===== src/rtl/card_pkg.sv =====
// Shared types and constants for the card dealer: deck geometry, card
// field types (rank 1..13, suit 0..3) and the dealer FSM state encoding.
// Latency: n/a (types only). Backpressure: n/a.
package card_pkg;

  localparam int NUM_CARDS      = 52;
  localparam int RANKS_PER_SUIT = 13;
  localparam int NUM_SUITS      = 4;
  localparam int CARD_IDX_W     = 6;   // holds indices 0..51

  typedef logic [3:0] rank_t;

  typedef enum logic [1:0] {
    SUIT_CLUBS    = 2'd0,
    SUIT_DIAMONDS = 2'd1,
    SUIT_HEARTS   = 2'd2,
    SUIT_SPADES   = 2'd3
  } suit_t;

  typedef enum logic [2:0] {
    ST_IDLE  = 3'd0,
    ST_REQ   = 3'd1,
    ST_WAIT  = 3'd2,
    ST_LOAD  = 3'd3,
    ST_PROBE = 3'd4,
    ST_DONE  = 3'd5
  } dealer_state_t;

endpackage


===== src/rtl/card_index_decode.sv =====
// Maps a deck index 0..51 to {rank, suit}: suit = idx/13, rank = idx%13 + 1.
// Latency: combinational. Backpressure: none; output follows input.
// Ports: idx_i (card index), rank_o (1..13), suit_o (0..3).
module card_index_decode
  import card_pkg::*;
(
  input  logic [CARD_IDX_W-1:0] idx_i,
  output rank_t                 rank_o,
  output suit_t                 suit_o
);

  localparam logic [CARD_IDX_W-1:0] BASE_D = CARD_IDX_W'(RANKS_PER_SUIT);
  localparam logic [CARD_IDX_W-1:0] BASE_H = CARD_IDX_W'(2 * RANKS_PER_SUIT);
  localparam logic [CARD_IDX_W-1:0] BASE_S = CARD_IDX_W'(3 * RANKS_PER_SUIT);

  logic [3:0] offset;

  // Three threshold compares and one subtract replace a divide-by-13.
  always_comb begin
    offset = idx_i[3:0];
    suit_o = SUIT_CLUBS;
    if (idx_i >= BASE_S) begin
      suit_o = SUIT_SPADES;
      offset = 4'(idx_i - BASE_S);
    end else if (idx_i >= BASE_H) begin
      suit_o = SUIT_HEARTS;
      offset = 4'(idx_i - BASE_H);
    end else if (idx_i >= BASE_D) begin
      suit_o = SUIT_DIAMONDS;
      offset = 4'(idx_i - BASE_D);
    end
    rank_o = offset + 4'd1;
  end

endmodule


===== src/rtl/card_dealer.sv =====
// Deals cards without replacement from one 52-card deck using a random index
// and a linear probe over a dealt mask; card presented with a 1-cycle valid.
// Latency: deal -> valid 5 cycles plus 1 per occupied slot probed (max +51).
// Backpressure: none; i_deal is only accepted in IDLE, o_card_valid is a pulse.
// Ports: i_clk/i_reset; i_deal, i_shuffle requests; i_rand_value from RNG;
//        o_rand_request/o_rand_max to RNG; o_card_rank/suit/valid to game FSM;
//        o_busy, o_empty, o_cards_left status.
module card_dealer #(
  parameter int NUM_CARDS  = card_pkg::NUM_CARDS,
  parameter int RAND_WIDTH = 6
) (
  input  logic                  i_clk,
  input  logic                  i_reset,
  input  logic                  i_deal,
  input  logic                  i_shuffle,
  input  logic [RAND_WIDTH-1:0] i_rand_value,
  output logic                  o_rand_request,
  output logic [RAND_WIDTH-1:0] o_rand_max,
  output logic [3:0]            o_card_rank,
  output logic [1:0]            o_card_suit,
  output logic                  o_card_valid,
  output logic                  o_busy,
  output logic                  o_empty,
  output logic [5:0]            o_cards_left
);

  localparam int IDX_W = card_pkg::CARD_IDX_W;
  localparam logic [RAND_WIDTH-1:0] DECK_SIZE_R = RAND_WIDTH'(NUM_CARDS);
  localparam logic [IDX_W-1:0]      LAST_IDX    = IDX_W'(NUM_CARDS - 1);
  localparam logic [5:0]            FULL_COUNT  = 6'(NUM_CARDS);

  card_pkg::dealer_state_t state_q, state_d;
  logic [IDX_W-1:0]        idx_q, idx_d;
  logic [NUM_CARDS-1:0]    mask_q, mask_d;
  logic [5:0]              left_q, left_d;
  logic                    empty_q, empty_d;
  card_pkg::rank_t         rank_q, rank_d;
  card_pkg::suit_t         suit_q, suit_d;

  card_pkg::rank_t         dec_rank;
  card_pkg::suit_t         dec_suit;
  logic [RAND_WIDTH-1:0]   folded;

  // The generator never exceeds 2*NUM_CARDS-1, so one subtract folds it.
  assign folded = (i_rand_value >= DECK_SIZE_R) ? (i_rand_value - DECK_SIZE_R)
                                                : i_rand_value;

  card_index_decode u_decode (
    .idx_i  (idx_q),
    .rank_o (dec_rank),
    .suit_o (dec_suit)
  );

  always_comb begin
    state_d = state_q;
    idx_d   = idx_q;
    mask_d  = mask_q;
    left_d  = left_q;
    empty_d = empty_q;
    rank_d  = rank_q;
    suit_d  = suit_q;

    unique case (state_q)
      card_pkg::ST_IDLE: begin
        if (i_deal && !empty_q) state_d = card_pkg::ST_REQ;
      end
      card_pkg::ST_REQ:  state_d = card_pkg::ST_WAIT;
      card_pkg::ST_WAIT: state_d = card_pkg::ST_LOAD;
      card_pkg::ST_LOAD: begin
        idx_d   = folded[IDX_W-1:0];
        state_d = card_pkg::ST_PROBE;
      end
      card_pkg::ST_PROBE: begin
        if (!mask_q[idx_q]) begin
          mask_d[idx_q] = 1'b1;
          left_d        = left_q - 6'd1;
          rank_d        = dec_rank;
          suit_d        = dec_suit;
          state_d       = card_pkg::ST_DONE;
        end else begin
          // Never loops forever: a deal only starts with a free slot left.
          idx_d = (idx_q == LAST_IDX) ? '0 : idx_q + 1'b1;
        end
      end
      card_pkg::ST_DONE: begin
        empty_d = (left_q == 6'd0);
        state_d = card_pkg::ST_IDLE;
      end
      default: state_d = card_pkg::ST_IDLE;
    endcase

    // Shuffle overrides everything, including a probe that just found a slot;
    // the displayed card keeps its previous value.
    if (i_shuffle) begin
      state_d = card_pkg::ST_IDLE;
      mask_d  = '0;
      left_d  = FULL_COUNT;
      empty_d = 1'b0;
      rank_d  = rank_q;
      suit_d  = suit_q;
    end
  end

  always_ff @(posedge i_clk or posedge i_reset) begin
    if (i_reset) begin
      state_q <= card_pkg::ST_IDLE;
      idx_q   <= '0;
      mask_q  <= '0;
      left_q  <= FULL_COUNT;
      empty_q <= 1'b0;
      rank_q  <= '0;
      suit_q  <= card_pkg::SUIT_CLUBS;
    end else begin
      state_q <= state_d;
      idx_q   <= idx_d;
      mask_q  <= mask_d;
      left_q  <= left_d;
      empty_q <= empty_d;
      rank_q  <= rank_d;
      suit_q  <= suit_d;
    end
  end

  assign o_rand_request = (state_q == card_pkg::ST_REQ);
  assign o_card_valid   = (state_q == card_pkg::ST_DONE);
  assign o_busy         = (state_q != card_pkg::ST_IDLE);
  assign o_rand_max     = RAND_WIDTH'(NUM_CARDS - 1);
  assign o_card_rank    = rank_q;
  assign o_card_suit    = suit_q;
  assign o_empty        = empty_q;
  assign o_cards_left   = left_q;

endmodule


===== config.mk =====
export PLATFORM = sky130hd
export DESIGN_NAME = card_dealer
export DESIGN_NICKNAME = d
export VERILOG_FILES = /design/src/rtl/card_pkg.sv /design/src/rtl/card_index_decode.sv /design/src/rtl/card_dealer.sv
export SDC_FILE = /design/constraint.sdc
export NUM_CORES = 1
export LEC_CHECK = 0
export BUFFER_PORTS_ARGS = -buffer_cell sky130_fd_sc_hd__buf_4
export CAP_MARGIN = 20
export CORE_ASPECT_RATIO = 0.7
export CORE_MARGIN = 8
export CORE_UTILIZATION = 45
export CTS_CLUSTER_DIAMETER = 150
export CTS_CLUSTER_SIZE = 20
export DETAILED_ROUTE_END_ITERATION = 10
export HOLD_SLACK_MARGIN = 0.05
export SLEW_MARGIN = 0
export SYNTH_ARGS = -nofsm -noshare
export SYNTH_HDL_FRONTEND = slang
export SYNTH_SLANG_ARGS = --single-unit

===== constraint.sdc =====
create_clock -name i_clk -period 5 [get_ports i_clk]
set_clock_uncertainty 0.2 [all_clocks]
set_input_delay 0.5 -clock i_clk [delete_from_list [all_inputs] [get_ports i_clk]]
set_output_delay 0.5 -clock i_clk [all_outputs]
set_load 0.01 [all_outputs]

; Yosys cells after proc, flatten, opt, wreduce, memory -nomap -nowiden
; Cells that the tools add are included.
[op_classes]
add_sub_neg = 7
order_cmp = 6
n_eq_ne = 10
muxes = 26
bitwise_logic = 3
n_reduce_logical = 13
[ops]
columns = operator, count
row1 = $mux 52, 3
row2 = $or 52x52->52, 1
row3 = $mux 6, 6
row4 = $pmux 3 s5, 1
row5 = $ge 6x6->1 const B, 2
row6 = $mux 4, 3
row7 = $pmux 6 s2, 1
row8 = $mux 3, 3
row9 = $sub 4x4->4 const B, 2
row10 = $lt 6x7->1 const B, 1
row11 = $add 6x1->6 const B, 1
row12 = $bmux 1 s6, 1
row13 = $demux 1 s6, 1
row14 = $eq 3x2->1 const B, 2
row15 = $eq 3x3->1 const B, 2
row16 = $eq 6x6->1 const B, 1
row17 = $ge 6x1->1 const B, 1
row18 = $ge 6x4->1 const B, 1
row19 = $ge 6x5->1 const B, 1
row20 = $logic_not 6->1, 1
row21 = $ne 3x3->1 const B, 2
row22 = $reduce_and 2->1, 3
row23 = $reduce_bool 2->1, 3
row24 = $sub 6x1->6 const B, 1
row25 = 13 further kinds, 21
[word_totals]
register_bits = 74
input_bits = 10
output_inout_bits = 22
word_cells = 72

; Logic depth before layout (Yosys ltp)
; Gate-level depths: netlist of run 1.
[logic_depth]
word_depth = 8
mapped_depth = 14
depth_no_buf = 11

; Hierarchy
; A second synthesis of run 1 with hierarchy kept.
[hier_totals]
cells_unflattened = 435
hier_area_um2 = 4317.9
[by_module_without_submodules]
columns = mod, instances, cells_each, area_each_um2, seq_area_each_um2
row1 = card_dealer, 1, 391, 3958.8, 1855.5
row2 = card_index_decode, 1, 44, 359.1, 0.0

; Worst setup path before layout of run 1
; OpenSTA, ideal clock, no wires.
[synth_timing]
path_type = register to register
startpoint = register idx_q[1]
endpoint = register rank_q[3] (netlist: o_card_rank[3])
setup_ps = 125
arrival_time_ps = 2595
t_required_ps = 4675
path_slack_ps = 2080
stages_incl_launch_ff = 13
path_buffers = 3
period_less_slack_ps = 2920
cell_sequence = dfrtp_1 buf_4 buf_12 buf_6 inv_1 ha_1 nor2b_1 o21ai_1 mux2_2 a222oi_1 and4bb_2 xnor2_1 mux2_2
[synth_between]
elab_chain_len = 5
elab_cells_between_ends = 14
cone_classes = add/sub: 4 / order compare: 3 / mux: 5 / bitwise: 1 / reduce/logical: 1
[synth_lines]
columns = item, line_no
row1 = from (decl), card_dealer.sv:33  ; logic [IDX_W-1:0] idx_q, idx_d;
row2 = from (signal assigned), card_dealer.sv:115  ; idx_q <= idx_d;
row3 = $ge 6x4->1 / $sub 4x4->4 (equally long branches), "card_index_decode.sv:28, card_index_decode.sv:30"
row4 = $mux 4, card_index_decode.sv:28  ; end else if (idx_i >= BASE_D) begin
row5 = $mux 4, card_index_decode.sv:25  ; end else if (idx_i >= BASE_H) begin
row6 = $mux 4, card_index_decode.sv:22  ; if (idx_i >= BASE_S) begin
row7 = $add 4x1->4, card_index_decode.sv:32  ; rank_o = offset + 4'd1;
row8 = to (signal assigned), card_dealer.sv:119  ; rank_q <= rank_d;
row9 = to (decl), card_dealer.sv:37  ; card_pkg::rank_t rank_q, rank_d;
; Parallel ways exist; a longest one is shown, timed or not. The select of a mux whose other input is x is not followed.
; A chain may end at the register's enable or synchronous reset.

; Worst setup path after layout of run 1
; Same ends and word-level chain as after synthesis.

==> summary.md, run 1 <==
| Metric | Value |
|---|---|
| Hold Vio Cnt, Final | `0` |
| Port bufs | `25` |
| Area contributors post-synth | `dfrtp_1 41%, o22ai_1 4.4%, mux2i_1 4.2%` |
| RePlAce Congestion | `approximately 0.86` |
| Post-route ant nets | `0` |
| Critical path cell sequence | `buf_4 > inv_1 > ha_1 > nor2b_1 > o21ai_1 > mux2_2 > a222oi_1 > and4bb_2 > xnor2_1 > mux2_2` |
| Number of synthesized flops with an enable pin | `0` |
| RSZ-0062 raised after global routing | `no` |
| Slew @ Worst Pin | `733 ps` |
| Max-cap viol count | `0` |
| Crit path top cell by count | `mux2_2` |
| Core ar. | `between 0.009 and 0.01 mm2` |
| Setup violators final | `0` |
| Wire length per cell | `approximately 18 um` |
| Post-synth top cells | `71 x dfrtp_1, 44 x nor2_1, 43 x inv_1` |
| Area fraction of the dominant cell type after synthesis | `0.415` |
| Drt via density | `approximately 5.7` |
| Critical Path AT | `3460 ps` |
| Synthesized cell area | `0.00428 mm2` |
| Flip-flop and latch count after synthesis | `74` |
| Max-slew headroom | `0.508` |
| Top_reg_cell synth | `dfrtp_1` |
| Clock-pin slew on the worst setup and hold paths | `around 50 ps` |
| Root Driver | `clkbuf_16` |
| Register-to-register setup slack | `roughly 1600 ps` |
| Hold WS | `~220 ps` |
| Cts bufs inserted | `9` |
| Post-route DRC | `0` |
| Req. time, crit path | `roughly 5000 ps` |
| Biggest area consumer among synthesized cells | `dfrtp_1` |
| Gate Count Post-Synth | `450` |
| Register area share after synthesis | `0.433` |
| Final core utilization | `0.523` |
| Synth Area per Inst | `around 9.5 um2` |
| Fmax | `around 0.29 GHz` |
| Post-CTS Setup Inserts | `0` |
| Top delay family on crit path | `buffers and inverters` |
| Setup TNS | `0 ps` |
| Row count | `29` |
| GRT Total Usage | `0.169` |
| Synthesis Warnings | `0` |
| Fillcell total | `871` |
| CP bufs+invs | `2` |
| Endpoint type of the worst setup path | `register` |
| Antenna violations before repair | `0` |
| Total global routing overflow | `0` |
| N_diodes | `0` |
| Vias in the first global route | `around 3300` |
| Final Cell Area | `around 0.0048 mm2` |
| Largest net degree at the start of global routing | `68` |
| Die area | `around 0.013 mm2` |
| First-pass GRT wire length | `between 15 and 20 mm` |
| Fin crit share | `0.687` |
| Post-synth ARST share | `1.00` |
| Placed Area | `approximately 0.0045 mm2` |
| Worst setup path category | `register to register` |
| Starting density of the core | `0.468` |
| Power per Cell Area | `515 mW/mm2` |
| Max Slew Vio Count | `0` |
| Outcome | `completed` |
| Layout cells sized above 1 | `0.141` |
| Critical path's largest stage delay | `540 ps` |
| Most common cell in the netlist | `dfrtp_1` |
| Post-DP HPWL | `about 7.2 mm` |
| Final #Nets | `486` |
| Area Growth Syn to Fin | `11.6%` |
| Synth cell types | `60` |
| Pre-Repair DR Iteration Count | `4` |
| Slowest CP cell | `dfrtp_1` |
| Crit-path max FO | `30` |
| Hold WC Path Type | `input pin to register` |
| Crit start category | `register` |
| Peak VDD IR | `0.000218 V` |
| H-tree levels | `3` |
| Die height | `97.6 um` |
| CTS tree | `done` |
| P_leak | `2.02 nW` |
| CTS sink count | `74` |
| Total routed wirelength | `10.6 mm` |
| DIE WIDTH | `approximately 130 um` |
| Skew-Pair Late Insertion Delay | `340 ps` |
| IO Pins | `32` |
| Vias | `roughly 3400` |
| CTS Buffer Depth | `2` |
| Initial detailed-routing violation count | `approximately 220` |
| Post-layout min period | `~3400 ps` |
[cells in the final DEF, fill, tap and decap left out, drive strengths merged, types with 2 or more instances in the layout]
cell type,count
dfrtp,71
nor2,45
inv,43
buf,31
nand2,30
o22ai,30
a21oi,26
mux2i,18
nand3,16
a31oi,14
ha,13
clkbuf,13
nor2b,11
o211ai,10
nor3,9
o21ai,7
a22oi,6
a211oi,6
nand2b,6
xnor2,6
conb,6
a41oi,4
nor4,4
mux4,3
mux2,3
dfstp,3
and2,3
nand4,3
clkinv,3
o311ai,2
or3,2
nor3b,2
a211o,2
a2bb2oi,2
[area by class of cell]
class                      instances  area (um2)  area share
clock buffer                      13         250      0.0523
timing repair buffer              32         255      0.0534
inverter                          44         165      0.0345
sequential                        74        1860       0.388
multi-input combinational        302        2060       0.431
tap                              124         155      0.0325
clock inverter                     3        40.0     0.00837
[path summary, 6_finish.rpt]
path,from,cells after the start,end
worst min register to register,mask_q[23],2,mask_q[23]
min in group asynchronous,i_reset,3,o_cards_left[3]
worst max register to register,idx_q[1],10,o_card_rank[3]
worst min-delay path,i_rand_value[0],2,idx_q[0]
max in group asynchronous,i_reset,5,mask_q[3]
worst max-delay path,idx_q[1],10,o_card_rank[3]
[cells by family after synthesis]
kind of cell             count (synthesis)  synth area share
AND/OR/NAND/NOR                        135             0.171
AO/OA/AOI/OAI                          117             0.187
buffers and inverters                   78            0.0894
flip-flops                              74             0.433
multiplexers                            24            0.0657
adder cells (fa/ha/maj)                 13            0.0380
XOR/XNOR                                 7            0.0143
other                                    2           0.00175
[timing repair]
item,4_1_cts,5_1_grt
hold buffers,0,1
resized for setup,0,0
hold endpoints to repair,0,3
endpoints found under the setup margin,0,0
[metrics by stage]
stage,std cells,total power (W),setup WS [ps]
floorplan,454,0.00159,2080
global placement,574,0.00181,1640
detailed placement,574,0.00181,1610
CTS,590,0.00246,1570
global route,592,0.00262,1350
finish,592,0.00246,1560
[flip-flops by register name, indices dropped and copies added, names as in the netlist]
register and flops:
o_card_rank 4, idx_q 6, o_empty 1, o_card_suit 2, o_cards_left 6, state_q 3
mask_q 52
[where the power goes]
part           switching [W]  total, W  internal, W  leakage (nW)
clock               0.000240  0.000639     0.000399         0.144
sequential          0.000109  0.000759     0.000650         0.999
combinational       0.000658   0.00106     0.000406         0.875
[routing by layer]
layer | track usage | vias to the layer above | share of wire
li1 | - | 1617 | -
met1 | 0.249 | 1653 | 0.52
met2 | 0.233 | 97 | 0.42
met3 | 0.0460 | 11 | 0.054
met4 | 0.0461 | 0 | 0.0083
met5 | 0 | - | 0
[worst register-to-register path, stage by stage (launching register included)]
cell      delay [ps]
dfrtp_1          540
buf_4            440
inv_1            240
ha_1             260
nor2b_1          140
o21ai_1          210
mux2_2           360
a222oi_1         340
and4bb_2         290
xnor2_1           60
mux2_2           250
(Power assumes the default switching activity.)
==> inputs of run 2 (changes only) <==
==> constraint.sdc (replaced) <==
create_clock -name i_clk -period 3.2 [get_ports i_clk]
set_clock_uncertainty 0.2 [all_clocks]
set_input_delay 0.32 -clock i_clk [delete_from_list [all_inputs] [get_ports i_clk]]
set_output_delay 0.32 -clock i_clk [all_outputs]
set_load 0.01 [all_outputs]
==> run 2 against run 1 <==
Sequential power up 50%. Critical path depth unchanged. Sequential cell count unchanged. Cell area up 2.6%. Via count up 2.5%. Setup slack worse by 1300 ps. Hold slack worse by 96 ps. Fmax up 19%. Largest cell class unchanged. Highest routed layer unchanged.
==> summary.md, run 2 (synthesized netlist as in run 1, its figures left out) <==
| Metric | Value |
|---|---|
| Outcome | `completed` |
| Layout cells sized above 1 | `0.168` |
| Root Driver | `clkbuf_16` |
| Initial detailed-routing violation count | `about 380` |
| Multi-input gate area | `0.00206 mm2` |
| NetSw | `between 0.0015 and 0.002 W` |
| RSZ-0062 raised after global routing | `no` |
| Most frequent cells in the layout | `71 x dfrtp_1, 44 x nor2_1, 43 x buf_4` |
| IO Pins | `32` |
| Min-delay src | `i_rand_value[4]` |
| Skew-Pair Late Insertion Delay | `between 300 and 400 ps` |
| First-pass GRT wire length | `18.0 mm` |
| Critical Path AT | `~2900 ps` |
| Total routed wirelength | `10.9 mm` |
| Int Pwr | `between 0.002 and 0.0025 W` |
| Setup violators final | `0` |
| Crit start category | `register` |
| Placed Area | `between 0.004 and 0.005 mm2` |
| Antenna violations before repair | `0` |
| Post-layout min period | `around 2900 ps` |
| H-tree levels | `3` |
| Most common cell after layout, fill and taps aside | `dfrtp_1` |
| Max Slew Vio Count | `0` |
| Post-route DRC | `0` |
| Met1 WL | `about 5.6 mm` |
| Fin crit share | `0.905` |
| Net Sw Frac | `0.398` |
| Final #Nets | `about 500` |
| Cts bufs inserted | `9` |
| Setup TNS | `0 ps` |
| DP Cell Count | `a little under 600` |
| Hold Vio Cnt, Final | `0` |
| Max-cap viol count | `0` |
| CTS sink count | `74` |
| Total global routing overflow | `0` |
| Endpoint type of the worst setup path | `register` |
| Post-route ant nets | `0` |
| Vias | `roughly 3500` |
| CTS tree | `done` |
| Fillcell total | `between 800 and 900` |
| P_leak | `2.09 nW` |
| DIE WIDTH | `between 100 and 150 um` |
| Port bufs | `25` |
| N_diodes | `0` |
| Starting density of the core | `0.468` |
| Power per Cell Area | `just over 800 mW/mm2` |
| CP startpoint | `idx_q[0]` |
| Highest Signal Layer | `met4` |
| Register-to-register setup slack | `between 300 and 400 ps` |
| Core ar. | `between 0.009 and 0.01 mm2` |
| Largest net degree at the start of global routing | `between 60 and 70` |
| Req. time, crit path | `3220 ps` |
| Peak VDD IR | `approximately 0.00043 V` |
| Fmax | `approximately 0.35 GHz` |
| Die area | `around 0.013 mm2` |
| Max-slew headroom | `0.520` |
| RePlAce Congestion | `0.911` |
| GRT Total Usage | `0.173` |
| Row count | `29` |
| Reg area | `~0.0019 mm2` |
| Die height | `roughly 100 um` |
| CTS Buffer Depth | `2` |
| Vias in the first global route | `between 3000 and 4000` |
| Slew @ Worst Pin | `720 ps` |
| Power share of the clock group | `0.274` |
| Wire length per cell | `18.0 um` |
| Post-DP HPWL | `approximately 7.8 mm` |
| Worst setup path category | `register to register` |
| Met3 WL post-DR | `~540 um` |
| Crit-path max FO | `5` |
| Final Cell Area | `around 0.0049 mm2` |
| Post-CTS Setup Inserts | `0` |
| Drt via density | `~5.7` |
| Clock-pin slew on the worst setup and hold paths | `around 60 ps` |
| Sequential power share | `0.284` |
| Pre-Repair DR Iteration Count | `6` |
| FF-to-FF Start | `idx_q[0]` |
| Area Growth Syn to Fin | `14.6%` |
| Max reg flops | `52` |
| Final Non-Filler Cells | `approximately 610` |
| Reg with most FFs | `mask_q` |
| WL met2 | `4.62 mm` |
| Hold WC Path Type | `input pin to register` |
| Final Power | `roughly 0.004 W` |
| Comb power frac | `0.442` |
==> run 2: area by class of cell <==
type,instances,share of cell area
Tap cell,124,0.0316
Inverter,44,0.0337
Multi-Input combinational cell,302,0.420
Sequential cell,74,0.378
Clock inverter,6,0.0184
Timing Repair Buffer,45,0.0699
Clock buffer,10,0.0487
==> run 2: path summary, 6_finish.rpt <==
path,to,cells after the start
max,o_card_rank[1],10
min,idx_q[4],3
max reg2reg,o_card_rank[1],10
min reg2reg,mask_q[48],2
max in group asynchronous,o_card_rank[2],4
min in group asynchronous,mask_q[19],3
==> run 2: routing by layer <==
layer	vias up	global-route usage
met5	-	0
met4	0	0.0513
met3	18	0.0418
met2	114	0.240
met1	1687	0.256
li1	1642	-
==> run 2: repair_timing <==
item,4_1_cts,5_1_grt
hold buffers,2,0
endpoints found under the hold margin,14,0
resized for setup,0,0
==> run 2: per-stage QoR <==
| step | util | setup WS (ps) | hold WS, ps |
|---|---|---|---|
| 4_1_cts | 0.537 | 382 | 125 |
| 2_1_floorplan | - | 280 | 257 |
| 3_3_place_gp | 0.498 | 406 | 123 |
| 3_5_place_dp | 0.498 | 398 | 127 |
| 5_1_grt | 0.537 | 117 | 147 |
| 6_report | 0.537 | 304 | 127 |
==> run 2: worst max-delay path, stage by stage (launching register included) <==
cell and delay [ps]:
dfrtp_1 380, clkinv_1 190, ha_1 270, o311ai_0 440, and2_1 290, a22oi_1 140, nor2_1 150, nand2b_1 120
inv_1 60, ha_1 280, mux2_2 270
==> run 2: power by group through the flow <==
stage | logic [W] | registers [W] | clock network, W
after floorplan | 0.00138 | 0.00111 | 0
after global placement | 0.00172 | 0.00115 | 0
after detailed placement | 0.00174 | 0.00116 | 0
after CTS | 0.00176 | 0.00114 | 0.00112
after global routing | 0.00194 | 0.00115 | 0.00116
final | 0.00178 | 0.00114 | 0.00110
